$ cat config.mk
export PLATFORM = sky130hd
export DESIGN_NAME = treasure_result_tx_flat
export DESIGN_NICKNAME = d
export VERILOG_FILES = /design/src/rtl/treasure_result_tx_pkg.sv /design/src/rtl/treasure_result_tx_if.sv /design/src/rtl/treasure_result_tx_stability_filter.sv /design/src/rtl/treasure_result_tx.sv /design/src/flat_wrapper.sv
export SDC_FILE = /design/constraint.sdc
export NUM_CORES = 1
export LEC_CHECK = 0
export ABC_AREA = 0
export BUFFER_PORTS_ARGS = -buffer_cell sky130_fd_sc_hd__buf_2
export CORE_AREA = 2 2 78 80
export DETAILED_ROUTE_END_ITERATION = 12
export DIE_AREA = 0 0 80 82
export GPL_ROUTABILITY_DRIVEN = 0
export PLACE_DENSITY_LB_ADDON = 0.2
export SYNTH_ARGS = -nofsm -noshare
export SYNTH_HDL_FRONTEND = slang
export SYNTH_SLANG_ARGS = --single-unit
$ cat constraint.sdc
create_clock -name CLK -period 2.65 [get_ports CLK]
set_clock_uncertainty 0.05 [all_clocks]
set_input_delay 0.795 -clock CLK [delete_from_list [all_inputs] [get_ports CLK]]
set_output_delay 0.795 -clock CLK [all_outputs]
set_load 0.01 [all_outputs]
$ cat src/rtl/treasure_result_tx_pkg.sv
// Shared definitions for the FPGA-to-Arduino treasure report transmitter.
package treasure_result_tx_pkg;

  localparam int CODE_W_DEFAULT = 9;

  // Treasure codes produced by the image classifier
  localparam logic [8:0] CODE_NONE     = 9'd0;
  localparam logic [8:0] CODE_BLUE_SQ  = 9'd1;
  localparam logic [8:0] CODE_BLUE_TRI = 9'd2;
  localparam logic [8:0] CODE_BLUE_DIA = 9'd3;
  localparam logic [8:0] CODE_RED_SQ   = 9'd4;
  localparam logic [8:0] CODE_RED_TRI  = 9'd5;
  localparam logic [8:0] CODE_RED_DIA  = 9'd6;

  typedef enum logic [2:0] {
    IDLE,
    SEND_LO,
    SEND_HI,
    WAIT_ACK,
    WAIT_REL
  } tx_state;

endpackage

$ cat src/rtl/treasure_result_tx_if.sv
// Classifier input, Arduino link pins and status outputs of the transmitter.
interface treasure_result_tx_if #(
  parameter int CODE_W = treasure_result_tx_pkg::CODE_W_DEFAULT
);

  logic [CODE_W-1:0] RESULT;
  logic              FRAME_DONE;
  logic              RX_ACK;
  logic              TX_DATA;
  logic              TX_CLK;
  logic              TX_VALID;
  logic              BUSY;
  logic [CODE_W-1:0] LAST_SENT;
  logic              TIMEOUT_ERR;

  // Transmitter side
  modport master (
    input  RESULT, FRAME_DONE, RX_ACK,
    output TX_DATA, TX_CLK, TX_VALID, BUSY, LAST_SENT, TIMEOUT_ERR
  );

  // Classifier / Arduino side
  modport slave (
    output RESULT, FRAME_DONE, RX_ACK,
    input  TX_DATA, TX_CLK, TX_VALID, BUSY, LAST_SENT, TIMEOUT_ERR
  );

endinterface

$ cat src/rtl/treasure_result_tx_stability_filter.sv
// Per-frame code filter: reports a code once it has been seen on
// STABLE_FRAMES consecutive frames.
module result_stability_filter
  import treasure_result_tx_pkg::*;
#(
  parameter int CODE_W        = CODE_W_DEFAULT,
  parameter int STABLE_FRAMES = 3
) (
  input  logic              CLK,
  input  logic              RESET_N,
  input  logic [CODE_W-1:0] RESULT,
  input  logic              FRAME_DONE,
  output logic [CODE_W-1:0] candidate,
  output logic              stable
);

  localparam int               CNT_W   = $clog2(STABLE_FRAMES + 1);
  localparam logic [CNT_W-1:0] CNT_MAX = CNT_W'(STABLE_FRAMES);

  logic [CNT_W-1:0] count;

  // Track the current candidate and how many consecutive frames repeated it
  always_ff @(posedge CLK or negedge RESET_N) begin
    if (!RESET_N) begin
      candidate <= '0;
      count     <= '0;
    end else if (FRAME_DONE) begin
      if (RESULT == candidate) begin
        if (count != CNT_MAX) count <= count + 1'b1;
      end else begin
        candidate <= RESULT;
        count     <= CNT_W'(1);
      end
    end
  end

  assign stable = (count == CNT_MAX);

endmodule

$ cat src/rtl/treasure_result_tx.sv
// Treasure report transmitter: filters classifier codes and bit-bangs each new
// stable code (plus even parity) to the Arduino, then waits for its ACK.
module treasure_result_tx
  import treasure_result_tx_pkg::*;
#(
  parameter int CODE_W        = CODE_W_DEFAULT,
  parameter int STABLE_FRAMES = 3,
  parameter int BIT_CYCLES    = 25,
  parameter int ACK_TIMEOUT   = 1000
) (
  input logic                  CLK,
  input logic                  RESET_N,
  treasure_result_tx_if.master bus
);

  localparam int FRAME_W = CODE_W + 1;
  localparam int CYC_W   = $clog2(BIT_CYCLES + 1);
  localparam int BIT_W   = $clog2(FRAME_W + 1);
  localparam int TO_W    = $clog2(ACK_TIMEOUT + 1);

  tx_state              state, state_nx;
  logic [FRAME_W-1:0]   shift, shift_nx;
  logic [BIT_W-1:0]     bit_cnt, bit_cnt_nx;
  logic [CYC_W-1:0]     cyc_cnt, cyc_cnt_nx;
  logic [TO_W-1:0]      to_cnt, to_cnt_nx;
  logic [CODE_W-1:0]    sent_code, sent_code_nx;
  logic [CODE_W-1:0]    last_sent, last_sent_nx;
  logic                 timeout_err, timeout_err_nx;
  logic                 ack_s1, ack_s2;
  logic [CODE_W-1:0]    candidate;
  logic                 stable;
  logic                 half_done;

  result_stability_filter #(
    .CODE_W        (CODE_W),
    .STABLE_FRAMES (STABLE_FRAMES)
  ) u_filter (
    .CLK        (CLK),
    .RESET_N    (RESET_N),
    .RESULT     (bus.RESULT),
    .FRAME_DONE (bus.FRAME_DONE),
    .candidate  (candidate),
    .stable     (stable)
  );

  // Two-flop synchronizer for the asynchronous Arduino acknowledge
  always_ff @(posedge CLK or negedge RESET_N) begin
    if (!RESET_N) begin
      ack_s1 <= 1'b0;
      ack_s2 <= 1'b0;
    end else begin
      ack_s1 <= bus.RX_ACK;
      ack_s2 <= ack_s1;
    end
  end

  // Transfer state registers
  always_ff @(posedge CLK or negedge RESET_N) begin
    if (!RESET_N) begin
      state       <= IDLE;
      shift       <= '0;
      bit_cnt     <= '0;
      cyc_cnt     <= '0;
      to_cnt      <= '0;
      sent_code   <= '0;
      last_sent   <= '0;
      timeout_err <= 1'b0;
    end else begin
      state       <= state_nx;
      shift       <= shift_nx;
      bit_cnt     <= bit_cnt_nx;
      cyc_cnt     <= cyc_cnt_nx;
      to_cnt      <= to_cnt_nx;
      sent_code   <= sent_code_nx;
      last_sent   <= last_sent_nx;
      timeout_err <= timeout_err_nx;
    end
  end

  assign half_done = (cyc_cnt == CYC_W'(BIT_CYCLES - 1));

  // Next-state logic: launch, bit timing, ACK handshake and timeout
  always_comb begin
    state_nx       = state;
    shift_nx       = shift;
    bit_cnt_nx     = bit_cnt;
    cyc_cnt_nx     = cyc_cnt;
    to_cnt_nx      = to_cnt;
    sent_code_nx   = sent_code;
    last_sent_nx   = last_sent;
    timeout_err_nx = timeout_err;

    unique case (state)
      IDLE: begin
        // Uses the registered candidate, so a same-cycle FRAME_DONE cannot
        // alter the code being launched.
        if (stable && (candidate != last_sent)) begin
          shift_nx     = {candidate, ^candidate};
          sent_code_nx = candidate;
          bit_cnt_nx   = BIT_W'(FRAME_W);
          cyc_cnt_nx   = '0;
          state_nx     = SEND_LO;
        end
      end
      SEND_LO: begin
        if (half_done) begin
          cyc_cnt_nx = '0;
          state_nx   = SEND_HI;
        end else begin
          cyc_cnt_nx = cyc_cnt + 1'b1;
        end
      end
      SEND_HI: begin
        if (half_done) begin
          cyc_cnt_nx = '0;
          shift_nx   = shift << 1;
          bit_cnt_nx = bit_cnt - 1'b1;
          if (bit_cnt == BIT_W'(1)) begin
            to_cnt_nx = '0;
            state_nx  = WAIT_ACK;
          end else begin
            state_nx  = SEND_LO;
          end
        end else begin
          cyc_cnt_nx = cyc_cnt + 1'b1;
        end
      end
      WAIT_ACK: begin
        // ACK is tested first so it wins over a coincident timeout
        if (ack_s2) begin
          last_sent_nx   = sent_code;
          timeout_err_nx = 1'b0;
          state_nx       = WAIT_REL;
        end else if (to_cnt == TO_W'(ACK_TIMEOUT - 1)) begin
          timeout_err_nx = 1'b1;
          state_nx       = IDLE;
        end else begin
          to_cnt_nx = to_cnt + 1'b1;
        end
      end
      WAIT_REL: begin
        if (!ack_s2) state_nx = IDLE;
      end
      default: state_nx = IDLE;
    endcase
  end

  assign bus.TX_DATA     = ((state == SEND_LO) || (state == SEND_HI)) ? shift[FRAME_W-1] : 1'b0;
  assign bus.TX_CLK      = (state == SEND_HI);
  assign bus.TX_VALID    = (state == WAIT_ACK);
  assign bus.BUSY        = (state != IDLE);
  assign bus.LAST_SENT   = last_sent;
  assign bus.TIMEOUT_ERR = timeout_err;

endmodule

$ cat src/flat_wrapper.sv
// flat-port wrapper written by rule: the top's interface ports become plain ports
module treasure_result_tx_flat import treasure_result_tx_pkg::*;
#(
  parameter int CODE_W        = CODE_W_DEFAULT,
  parameter int STABLE_FRAMES = 3,
  parameter int BIT_CYCLES    = 25,
  parameter int ACK_TIMEOUT   = 1000
)
  (CLK, RESET_N, bus_RESULT, bus_FRAME_DONE, bus_RX_ACK, bus_TX_DATA, bus_TX_CLK, bus_TX_VALID, bus_BUSY, bus_LAST_SENT, bus_TIMEOUT_ERR);
  treasure_result_tx_if #(.CODE_W(CODE_W)) bus_i ();
  input logic CLK;
  input logic RESET_N;
  input wire logic [$bits(bus_i.RESULT)-1:0] bus_RESULT;
  input wire logic [$bits(bus_i.FRAME_DONE)-1:0] bus_FRAME_DONE;
  input wire logic [$bits(bus_i.RX_ACK)-1:0] bus_RX_ACK;
  output wire logic [$bits(bus_i.TX_DATA)-1:0] bus_TX_DATA;
  output wire logic [$bits(bus_i.TX_CLK)-1:0] bus_TX_CLK;
  output wire logic [$bits(bus_i.TX_VALID)-1:0] bus_TX_VALID;
  output wire logic [$bits(bus_i.BUSY)-1:0] bus_BUSY;
  output wire logic [$bits(bus_i.LAST_SENT)-1:0] bus_LAST_SENT;
  output wire logic [$bits(bus_i.TIMEOUT_ERR)-1:0] bus_TIMEOUT_ERR;
  assign bus_i.RESULT = bus_RESULT;
  assign bus_i.FRAME_DONE = bus_FRAME_DONE;
  assign bus_i.RX_ACK = bus_RX_ACK;
  assign bus_TX_DATA = bus_i.TX_DATA;
  assign bus_TX_CLK = bus_i.TX_CLK;
  assign bus_TX_VALID = bus_i.TX_VALID;
  assign bus_BUSY = bus_i.BUSY;
  assign bus_LAST_SENT = bus_i.LAST_SENT;
  assign bus_TIMEOUT_ERR = bus_i.TIMEOUT_ERR;
  treasure_result_tx #(.CODE_W(CODE_W), .STABLE_FRAMES(STABLE_FRAMES), .BIT_CYCLES(BIT_CYCLES), .ACK_TIMEOUT(ACK_TIMEOUT)) u_core (.CLK(CLK), .RESET_N(RESET_N), .bus(bus_i));
endmodule
Word level (Yosys, flattened, before mapping). Cells that the tools add are included.

Flip-flop bits (word level): 64. Bits in latches: 0. Bits in writable memories: 0. Bits in read-only memories: 0. Input port bits: 13. Output and inout bits: 14. Memories kept: 0.

Add/sub/neg operators: 4. Multipliers: 0. Divide/modulo/power cells: 0. $lt $le $gt $ge: 0. Equality and inequality tests: 20. Shifts and indexed selects: 0. Muxes and demuxes: 27. Bitwise logic cells: 1. Reduce and logical (&&, ||, !) cells: 19.

Operators by type and width (count): two-way mux 10 bit (6); case mux 10 bit (2 select lines) (2); two-way mux 3 bit (6); case mux 3 bit (5 select lines) (1); AND reduction 2 bit (6); adder 10 x 1 -> 10 bit (second input constant) (1); == test 10 bit (second input constant) (1); two-way mux 5 bit (2); inequality test 2 x 1 -> 1 bit (second input constant) (5); case mux 5 bit (2 select lines) (1); AND reduction 5 bit (2); == test 9 bit (1); inequality test 9 bit (1); parity 9 bit (1); two-way mux 4 bit (2); inequality test 2 bit (second input constant) (4); case mux 4 bit (2 select lines) (1); nonzero test 2 bit (4); == test 3 x 2 -> 1 bit (second input constant) (2); two-way mux 2 bit (3); adder 5 x 1 -> 5 bit (second input constant) (1); == test 5 bit (second input constant) (1); == test 4 x 1 -> 1 bit (second input constant) (1); subtractor 4 x 1 -> 4 bit (second input constant) (1); other kinds (13) (15).

Depth between registers and ports, before layout. Gate-level depths: netlist of run 1.

Depth after elaboration: 4. Gate-level depth with buffers: 7. Gate-level depth less buffers: 7.

Hierarchy. Synthesis of run 1 repeated with hierarchy kept, for this count alone.

Cells, all modules: 275. Area, all modules: 3150.5 sq um.

Modules (own cells, without submodules): treasure_result_tx (times used 1, cells an instance 234, area each 2606.2 sq um); result_stability_filter (times used 1, cells an instance 41, area each 544.3 sq um).

Worst setup path before layout of run 1. No wires, ideal clock.

Path kind: register to register. Start: register u_core.state[0]. End: register u_core.sent_code[5]. Data arrival time: 1.938 ns. Slack: 0.537 ns. Stages on the path, launching flop included: 7. Buffers on the path: 2. Clock period less this slack: 2.113 ns. Cells stage by stage: dfrtp_1 buf_6 or3_4 or2_4 a31oi_4 buf_4 mux2_2.

Word-level cells in the longest chain between the ends: 2.

Ends and longest elaborated chain: start, declared (RTL line treasure_result_tx.sv:21) `tx_state state, state_nx;`; start signal, assigned (RTL line treasure_result_tx.sv:69) `state <= state_nx;`; logical NOT 3 bit (RTL line treasure_result_tx.sv:93) `unique case (state)`; AND reduction 2 bit (no source line); end signal, assigned (RTL line treasure_result_tx.sv:74) `sent_code <= sent_code_nx;`; end, declared (RTL line treasure_result_tx.sv:26) `logic [CODE_W-1:0] sent_code, sent_code_nx;`.

No other way between the ends. A chain may end at the register's enable or synchronous reset.

Worst setup path in the final report of run 1.
Start: register u_core.state[1]. End: output bus_TX_CLK.

Word-level cells in the longest chain between the ends: 1.

Ends and longest elaborated chain: == test 3 x 2 -> 1 bit (RTL line treasure_result_tx.sv:149) `assign bus.TX_CLK = (state == SEND_HI);`; end, declared (RTL line flat_wrapper.sv:17) `output wire logic [$bits(bus_i.TX_CLK)-1:0] bus_TX_CLK;`.

No other way between the ends.

==> qor.csv, run 1 <==
stage;metric;value;unit
clocking;clk buf depth;2;
finish;Design Area, Final;3660;sq um
drt;Avg Vias per Cell;5.58;
timing;measured slew at the worst slew-check pin;0.563;ns
yosys;Post-synth EDFFs;0;
global_route;initial antenna violation count;0;
yosys;flops & latches, synth;64;
timing;Max Slew Vio Count;0;
drt;WL per Instance;16.2;microns
timing;final setup violation count;0;
yosys;Netlist Area Pre-Place;3280;sq um
clocking;TritonCTS Sinks;64;
finish;n_diodes;0;
place;HPWL after detailed placement;4310;microns
critical_path;type of origin of the critical path;register;
yosys;Async S/R FF share, synth;100;%
run;Max-Cap Viols;0;
drt;DRC;0;
clocking;post-CTS sizing;0;
global_route;largest net degree at the start of global routing;65;
pwr;VDD IR-drop max;578;uV
critical_path;worst endpoint data arrival time;1.65;ns
yosys;Main synth FF type;dfrtp_1;
clocking;Post-CTS Hold Buffers;0;
place;placed standard-cell area;3490;sq um
hold_path;Hold/Removal Path Class;reg -> reg;
global_route;first-pass GRT wire length;10400;microns
timing;Fin Setup TNS;0;ns
timing;unrepaired setup endpoints after global routing;false;
floorplanning;Die Height;82;microns
clocking;clock root buffer;clkbuf_8;
drt;drt first pass iters;4;
finish;share of cells above drive strength 1;35.3;%
global_route;gr ovfl total;0;
hold_path;Cells on Worst Hold Path;0;
floorplanning;Core Box Area;5750;sq um
clocking;clock-pin slew of the registers on the worst-case setup and hold paths;0.07;ns
floorplanning;Die Area;6560;sq um
drt;DR iter-0 viols;184;
timing;Fin. Hold Viols;0;
clocking;CTS tree;built;
clocking;htree depth;3;
critical_path;r2r worst-path depth;6;
pwr;Overall Power;2.24;mW
hold_path;Worst Hold Endpoint;u_core.ack_s2;
clocking;CTS buffer count;9;
clocking;postcts setup bufs;0;
finish;final layout net count;320;
yosys;post-synthesis sequential area ratio;48.9;%
place;IO Port Bufs;26;
drt;antenna-violating nets left;0;
critical_path;worst endpoint required time;1.81;ns
critical_path;Setup CP Type;reg -> out;
outcome;status;finished, final reports clean;
timing;Slew headroom;62.4;%
floorplanning;Initial Util;57.0;%
timing;Final Critical Period;2.49;ns
yosys;Syn. warnings;0;
critical_path;Critical R2R Capture;u_core.to_cnt[8];
timing;fmax;0.401;GHz
floorplanning;row count;28;
drt;via count;2127;
yosys;Post-Syn Instances;273;
timing;final period utilization;94.1;%
pwr;pwr dens;611;nW/um^2
critical_path;Critical R2R Launch;u_core.state[1];
yosys;syn_area_per_cell;12.0;sq um
pwr;Leakage;1.78;nW
critical_path;R2R Setup Slk;0.43;ns
drt;final WL;6180;microns
yosys;Post-Syn Nets;292;
timing;WHS;0.303;ns
finish;area grow syn2layout;11.8;%
floorplanning;IO Pins;27;
yosys;Netlist cell types;51;
critical_path;Setup crit end kind;output port;
hold_path;Worst Hold Launch;u_core.ack_s1;
global_route;vias in the first global route;2164;
global_route;GRT Total Usage;21.4;%
critical_path;critical path fanouts, max;11;
floorplanning;Die Wd;80;microns
clocking;clock latency on the worst-skew pair;0.34;ns
==> sequential cells by signal, indices dropped and copies added, names as in the netlist <==
signal                     flops
u_core.bit_cnt                 4
u_core.cyc_cnt                 5
u_core.to_cnt                 10
u_core.shift                  10
u_core.u_filter.count          2
u_core.bus.LAST_SENT           9
u_core.u_filter.candidate      9
u_core.sent_code               9
u_core.bus.TIMEOUT_ERR         1
u_core.ack_s1                  1
u_core.state                   3
u_core.ack_s2                  1
==> report_power, final <==
part           total, mW  internal, mW  switching, mW
sequential          1.15          1.06         0.0858
clock              0.733         0.361          0.371
combinational      0.358         0.193          0.165
total               2.24          1.62          0.622
==> stage by stage <==
stage	util [%]	setup WS (ns)	cells
2_1_floorplan	-	0.537	273
3_3_place_gp	60.7	0.460	365
6_report	63.8	0.157	381
5_1_grt	63.8	0.0746	381
3_5_place_dp	60.7	0.409	365
4_1_cts	63.8	0.161	381
==> layer usage <==
layer	share of wire, %	GRT usage, %	vias to the layer above
li1	-	-	1021
met5	0	0	-
met1	48	28.4	1065
met2	48	33.8	34
met4	1.4	9.15	0
met3	3.1	5.16	7
==> logic make-up (layout without fill, tap and decap cells) <==
logic type / Yosys count / count (layout) / share of synthesized area (%)
flip-flops: 64 / 64 / 48.9
XOR/XNOR: 33 / 33 / 8.82
multiplexers: 49 / 49 / 17.5
buffers and inverters: 26 / 59 / 3.70
adder cells (fa/ha/maj): 6 / 6 / 2.29
AND/OR/NAND/NOR: 63 / 63 / 11.4
AO/OA/AOI/OAI: 32 / 32 / 7.37
==> cells in the mapped netlist, types with 4 or more instances <==
| library cell | instances | area share [%] |
|---|---|---|
| a21oi_1 | 4 | 0.61 |
| and3_1 | 4 | 0.76 |
| clkbuf_1 | 13 | 1.5 |
| dfrtp_1 | 64 | 49 |
| ha_1 | 6 | 2.3 |
| inv_1 | 7 | 0.80 |
| mux2_2 | 39 | 13 |
| mux2_4 | 7 | 3.2 |
| nand2_1 | 9 | 1.0 |
| nand3_1 | 7 | 1.1 |
| nand4_1 | 5 | 0.95 |
| nor2_1 | 12 | 1.4 |
| nor3b_1 | 4 | 0.92 |
| o21ai_0 | 7 | 1.1 |
| xnor2_1 | 9 | 2.4 |
| xor2_1 | 24 | 6.4 |
==> cells in the final DEF, fill, tap and decap left out, types with 2 or more instances in the layout <==
cell        count
and2_1          3
clkinvlp_4      3
buf_4           8
mux2_2         39
nand3_1         7
a41oi_1         2
nand4_1         5
buf_2          26
nor3b_1         4
a21oi_1         4
clkbuf_8       10
xor2_1         24
nor2_1         12
dfrtp_1        64
nor3_1          3
a22o_1          2
o31ai_1         3
mux2i_1         3
xnor2_1         9
a31o_2          3
a31oi_1         3
inv_1           7
mux2_4          7
clkinv_2        2
ha_1            6
nand2_1         9
and3_1          4
o21ai_0         7
or3_1           2
==> how the worst max path moves through the flow <==
stage | cells past startpoint | from | to
6_report | 3 | u_core.state[1] | bus_TX_CLK
2_1_floorplan | 6 | u_core.state[0] | u_core.sent_code[5]
3_5_place_dp | 6 | bus_RESULT[7] | u_core.u_filter.count[0]
5_1_grt | 3 | u_core.state[1] | bus_TX_CLK
3_3_place_gp | 6 | bus_RESULT[7] | u_core.u_filter.candidate[2]
4_1_cts | 3 | u_core.state[1] | bus_TX_CLK
==> worst max-delay path, cell delays in order, from the launching register on <==
cell and delay (ns):
dfrtp_1 0.52, or3b_4 0.46, inv_2 0.17, buf_2 0.16
==> cell type report <==
type | count | area, sq um
clock buffer | 11 | 141
multi-input combinational | 183 | 1550
tap | 75 | 93.8
sequential | 64 | 1600
clock inverter | 5 | 32.5
fill | 456 | 2080
timing repair buffer | 35 | 210
inverter | 8 | 30.0
No activity file was read; power rests on OpenSTA's default activity.
==> inputs of run 2 (changes only) <==
--- a/config.mk
+++ b/config.mk
@@ -5,11 +5,11 @@
 export SDC_FILE = /design/constraint.sdc
 export NUM_CORES = 1
 export LEC_CHECK = 0
-export ABC_AREA = 0
+export ABC_AREA = 1
 export BUFFER_PORTS_ARGS = -buffer_cell sky130_fd_sc_hd__buf_2
-export CORE_AREA = 2 2 78 80
+export CORE_AREA = 2 2 80 82
 export DETAILED_ROUTE_END_ITERATION = 12
-export DIE_AREA = 0 0 80 82
+export DIE_AREA = 0 0 82 84
 export GPL_ROUTABILITY_DRIVEN = 0
 export PLACE_DENSITY_LB_ADDON = 0.2
 export SYNTH_ARGS = -nofsm -noshare
==> run 2 against run 1 <==
  * First-iteration DRC count shrank 3.3%
  * Via count is 39% higher
  * Synthesized area increased by 8.2%
  * Critical path depth up 5
  * Clock-buffer cell count unchanged
  * Cell count up 51%
  * Largest cell class is now multi-input gates
  * Largest power group unchanged
==> qor.csv, run 2 <==
stage;metric;value;unit
global_route;vias in the first global route;2812;
yosys;post-synthesis sequential area ratio;45.2;%
yosys;Netlist cell types;30;
floorplanning;row count;29;
drt;antenna-violating nets left;0;
clocking;CTS buffer count;9;
yosys;Synth area leaders;dfrtp_1, nand2_1, nand3_1, inv_1, o21ai_0;
hold_path;Worst Hold Launch;u_core.ack_s1;
yosys;Syn. warnings;0;
finish;area grow syn2layout;10.2;%
critical_path;Setup CP Type;reg -> out;
clocking;CTS tree;built;
pwr;VDD IR-drop max;566;uV
yosys;Post-synth EDFFs;0;
yosys;Main synth FF type;dfrtp_1;
clocking;clock latency on the worst-skew pair;0.35;ns
critical_path;Setup crit end kind;output port;
yosys;Post-Syn Instances;469;
yosys;Async S/R FF share, synth;100;%
floorplanning;Initial Util;58.2;%
place;HPWL after detailed placement;5170;microns
outcome;status;finished, final reports clean;
timing;Max Slew Vio Count;0;
yosys;post-synth top area share;45.2;%
pwr;Clock power frac;22.9;%
drt;Avg Vias per Cell;5.12;
clocking;clock-pin slew of the registers on the worst-case setup and hold paths;0.08;ns
pwr;Sw Ratio;40.6;%
drt;DR iter-0 viols;178;
critical_path;CP cell instances;inv_1 > nand2_2 > nor2_4 > inv_2 > nand2_1 > inv_1 > nor2_1 > buf_2;
clocking;Post-CTS Hold Buffers;0;
drt;WL per Instance;12.8;microns
critical_path;critical path fanouts, max;5;
drt;drt first pass iters;4;
critical_path;Slowest cell on crit path;dfrtp_1;
place;placed standard-cell area;3730;sq um
finish;largest registers;u_core.shift (10), u_core.to_cnt (10);
global_route;initial antenna violation count;0;
floorplanning;Core Box Area;6100;sq um
timing;Fin. Hold Viols;0;
pwr;pwr dens;842;nW/um^2
critical_path;worst endpoint required time;1.81;ns
run;Max-Cap Viols;0;
drt;DRC;0;
timing;final period utilization;89.5;%
drt;final WL;7360;microns
finish;# fillers;544;
finish;commonest non-fill, non-tap cell in the layout;nand2_1;
critical_path;Critical R2R Launch;u_core.u_filter.candidate[4];
timing;WHS;0.331;ns
critical_path;Critical R2R Capture;u_core.u_filter.candidate[8];
pwr;Combinational Power Share;35.7;%
finish;Design Area, Final;3910;sq um
yosys;Yosys top cell by area;dfrtp_1;
clocking;htree depth;3;
global_route;first-pass GRT wire length;13000;microns
pwr;Leakage;2.08;nW
floorplanning;Die Height;84;microns
hold_path;Worst Hold Endpoint;u_core.ack_s2;
clocking;clock root buffer;clkbuf_8;
clocking;post-CTS sizing;0;
critical_path;worst endpoint data arrival time;1.53;ns
yosys;Synth top cells by count;nand2_1, dfrtp_1, inv_1, nand3_1, nor2_1;
timing;Fin Setup TNS;0;ns
place;post-place setup slack;0.533;ns
critical_path;CP peak stage delay;0.42;ns
yosys;Netlist Area Pre-Place;3550;sq um
critical_path;type of origin of the critical path;register;
pwr;Pint;1.95;mW
yosys;flops & latches, synth;64;
hold_path;Cells on Worst Hold Path;0;
timing;fmax;0.421;GHz
timing;Final Critical Period;2.37;ns
clocking;postcts setup bufs;0;
finish;share of cells above drive strength 1;14.6;%
drt;via count;2956;
critical_path;Crit path max-delay family;flip-flops;
floorplanning;Die Wd;82;microns
timing;final setup violation count;0;
timing;setup ws final;0.277;ns
timing;measured slew at the worst slew-check pin;0.341;ns
global_route;GRT Total Usage;24.3;%
critical_path;Worst path most repeated cell;inv_1;
critical_path;R2R Setup Slk;0.74;ns
global_route;gr ovfl total;0;
finish;n_diodes;0;
pwr;Psw;1.33;mW
floorplanning;IO Pins;27;
global_route;largest net degree at the start of global routing;65;
yosys;top-count cell post-synth;nand2_1;
finish;commonest cells after routing, fill and taps aside;nand2_1, dfrtp_1, inv_1;
timing;Slew headroom;77.2;%
clocking;TritonCTS Sinks;64;
finish;final layout net count;514;
yosys;Post-Syn Nets;488;
clocking;clk buf depth;2;
critical_path;WP buf/inv;4;
place;IO Port Bufs;26;
pwr;sequential share of power;41.4;%
hold_path;Hold/Removal Path Class;reg -> reg;
floorplanning;Die Area;6890;sq um
timing;unrepaired setup endpoints after global routing;false;
yosys;syn_area_per_cell;7.56;sq um
critical_path;r2r worst-path depth;8;
[run 2: final cells by class]
cell class | instances | area (sq um) | share of cell area, %
Multi-Input combinational cell | 340 | 1660 | 42.6
Clock buffer | 11 | 141 | 3.62
Sequential cell | 64 | 1600 | 41.0
Inverter | 48 | 183 | 4.68
Tap cell | 77 | 96.3 | 2.47
Clock inverter | 5 | 32.5 | 0.833
Timing Repair Buffer | 32 | 188 | 4.80
[run 2: power groups by stage]
stage	sequential (mW)	clock (mW)	combinational (mW)
after floorplan	1.34	0	0.886
after global placement	1.37	0	1.15
after detailed placement	1.37	0	1.18
after CTS	1.36	0.756	1.18
after global routing	1.40	0.808	1.35
final	1.36	0.754	1.17
[run 2: metal layers]
metal,up-vias,global-route usage [%],routed length [microns]
li1,1511,-,-
met1,1363,34.8,3530
met2,68,35.8,3320
met3,14,5.52,345
met4,0,9.55,158
met5,-,0,0
[run 2: cells by family after synthesis]
family / count (synthesis) / share of synthesized area, %
AO/OA/AOI/OAI: 38 / 5.86
flip-flops: 64 / 45.2
adder cells (fa/ha/maj): 6 / 2.12
AND/OR/NAND/NOR: 271 / 32.8
XOR/XNOR: 25 / 6.18
buffers and inverters: 65 / 7.90
[run 2: stage by stage]
stage | util, % | cells | total power, mW
after floorplan | - | 469 | 2.23
after global placement | 61.2 | 561 | 2.51
after detailed placement | 61.2 | 561 | 2.55
after CTS | 64.1 | 577 | 3.30
after global routing | 64.1 | 577 | 3.56
final | 64.1 | 577 | 3.29
[run 2: worst max path at each step]
stage                               start                            to  slack, ns  cells past startpoint
after floorplan           u_core.state[2]                   bus_TX_DATA       0.77                      7
after global placement      bus_RESULT[2]  u_core.u_filter.candidate[2]       0.62                      7
after detailed placement    bus_RESULT[2]  u_core.u_filter.candidate[8]       0.53                      7
after CTS                 u_core.state[2]                   bus_TX_DATA       0.26                      8
after global routing      u_core.state[2]                   bus_TX_DATA       0.16                      8
final                     u_core.state[2]                   bus_TX_DATA       0.28                      8
==> inputs of run 3 (changes only) <==
--- a/config.mk
+++ b/config.mk
@@ -8,6 +8,7 @@
 export ABC_AREA = 1
 export BUFFER_PORTS_ARGS = -buffer_cell sky130_fd_sc_hd__buf_2
 export CORE_AREA = 2 2 80 82
+export CTS_BUF_LIST = sky130_fd_sc_hd__clkbuf_2
 export DETAILED_ROUTE_END_ITERATION = 12
 export DIE_AREA = 0 0 82 84
 export GPL_ROUTABILITY_DRIVEN = 0
==> run 3 against run 2 <==
  * Critical path type unchanged
  * Design area is 2.2% lower
  * Wire length down 0.95%
  * Utilization fell by 1.4 points
  * Sequential power about the same
  * Die area did not move
  * Hold slack worse by 0.14 ns
  * Combinational power about the same
  * Largest power group unchanged
  * Critical path depth stayed put
  * Power fell by 7.9%
  * Critical endpoint unchanged
  * Via count up 0.54%
  * Sequential cell count unchanged
==> qor.csv, run 3 (synthesis results as in run 2) <==
stage;metric;value;unit
outcome;status;finished, final reports clean;
drt;final WL;7290;microns
critical_path;critical path fanouts, max;5;
finish;largest registers;u_core.shift (10), u_core.to_cnt (10);
timing;Slew headroom;76.6;%
global_route;gr ovfl total;0;
floorplanning;row count;29;
floorplanning;Die Wd;82;microns
floorplanning;Die Height;84;microns
critical_path;worst endpoint required time;1.81;ns
finish;Design Area, Final;3820;sq um
timing;Final Critical Period;2.52;ns
finish;area grow syn2layout;7.76;%
finish;commonest non-fill, non-tap cell in the layout;nand2_1;
critical_path;type of origin of the critical path;register;
drt;Avg Vias per Cell;5.15;
drt;drt first pass iters;5;
finish;Final Core Density;62.7;%
timing;setup ws final;0.130;ns
run;Max-Cap Viols;0;
timing;final setup violation count;0;
finish;share of cells above drive strength 1;15.2;%
floorplanning;Die Area;6890;sq um
finish;n_diodes;0;
pwr;Leakage;2.05;nW
drt;via count;2972;
global_route;GRT Total Usage;24.0;%
global_route;initial antenna violation count;0;
timing;Fin Setup TNS;0;ns
timing;Max Slew Vio Count;0;
clocking;htree depth;3;
critical_path;worst endpoint data arrival time;1.68;ns
floorplanning;Initial Util;58.2;%
clocking;Post-CTS Hold Buffers;0;
global_route;first-pass GRT wire length;12800;microns
timing;final period utilization;95.1;%
floorplanning;IO Pins;27;
clocking;postcts setup bufs;0;
clocking;CTS tree;built;
drt;WL per Instance;12.6;microns
place;HPWL after detailed placement;5170;microns
drt;DRC;0;
place;post-place setup slack;0.533;ns
global_route;vias in the first global route;2782;
pwr;VDD IR-drop max;467;uV
global_route;largest net degree at the start of global routing;65;
timing;fmax;0.397;GHz
clocking;clock-pin slew of the registers on the worst-case setup and hold paths;0.20;ns
clocking;clock latency on the worst-skew pair;0.51;ns
timing;Fin. Hold Viols;0;
hold_path;Hold/Removal Path Class;in -> async;
place;IO Port Bufs;26;
place;placed standard-cell area;3730;sq um
clocking;CTS buffer count;9;
timing;measured slew at the worst slew-check pin;0.350;ns
clocking;clk buf depth;2;
finish;commonest cells after routing, fill and taps aside;nand2_1, dfrtp_1, inv_1;
drt;DR iter-0 viols;219;
place;Placed Cells;561;
floorplanning;Core Box Area;6100;sq um
critical_path;Setup crit end kind;output port;
finish;final layout net count;514;
pwr;Overall Power;3.03;mW
finish;fin cells;577;
timing;WHS;0.187;ns
drt;antenna-violating nets left;0;
timing;unrepaired setup endpoints after global routing;false;
critical_path;Setup CP Type;reg -> out;
clocking;clock root buffer;clkbuf_2;
clocking;TritonCTS Sinks;64;
pwr;pwr dens;793;nW/um^2
[run 3: where the power goes]
part | internal, mW | leakage, nW | switching [mW] | total (mW)
Combinational | 0.408 | 1.17 | 0.770 | 1.18
Sequential | 1.18 | 0.832 | 0.174 | 1.36
Clock | 0.120 | 0.0514 | 0.373 | 0.492
Total | 1.71 | 2.05 | 1.32 | 3.03
[run 3: layer usage]
metal	wire length [microns]	up-vias	GRT usage, %	part of all wire, %
met2	3400	50	35.3	47
met1	3510	1398	34.6	48
li1	-	1515	-	-
met3	260	9	4.22	3.6
met5	0	-	0	0
met4	123	0	10.6	1.7
[run 3: repair_timing]
action                                 4_1_cts  5_1_grt
setup endpoints to repair                    0        1
resized for setup                            0        3
endpoints found under the hold margin        0        0
[run 3: worst max-delay path, cell delays in order (launching register included)]
cell	delay, ns
dfrtp_1	0.47
inv_2	0.08
nand2_2	0.08
nor2_4	0.10
inv_2	0.07
nand2_2	0.07
inv_2	0.06
nor2_1	0.09
buf_2	0.14
[run 3: path summary, 6_finish.rpt]
kind | start | to | slack [ns] | depth (start not counted)
hold reg to reg | u_core.ack_s1 | u_core.ack_s2 | 0.36 | 0
hold / removal | RESET_N | u_core.to_cnt[7] | 0.19 | 2
setup reg to reg | u_core.u_filter.candidate[0] | u_core.shift[4] | 0.71 | 11
max in group asynchronous | RESET_N | u_core.u_filter.count[1] | 2.04 | 2
min in group CLK | bus_RX_ACK | u_core.ack_s1 | 0.34 | 1
setup / recovery | u_core.state[2] | bus_TX_DATA | 0.13 | 8
[run 3: layout make-up]
cell class | instances | area, sq um
fillers | 555 | 2270
inverters | 48 | 183
repair buffers | 32 | 188
multi-input cells | 340 | 1670
clock buffers | 10 | 50.0
clock inverters | 6 | 36.3
well taps | 77 | 96.3
flip-flops and latches | 64 | 1600
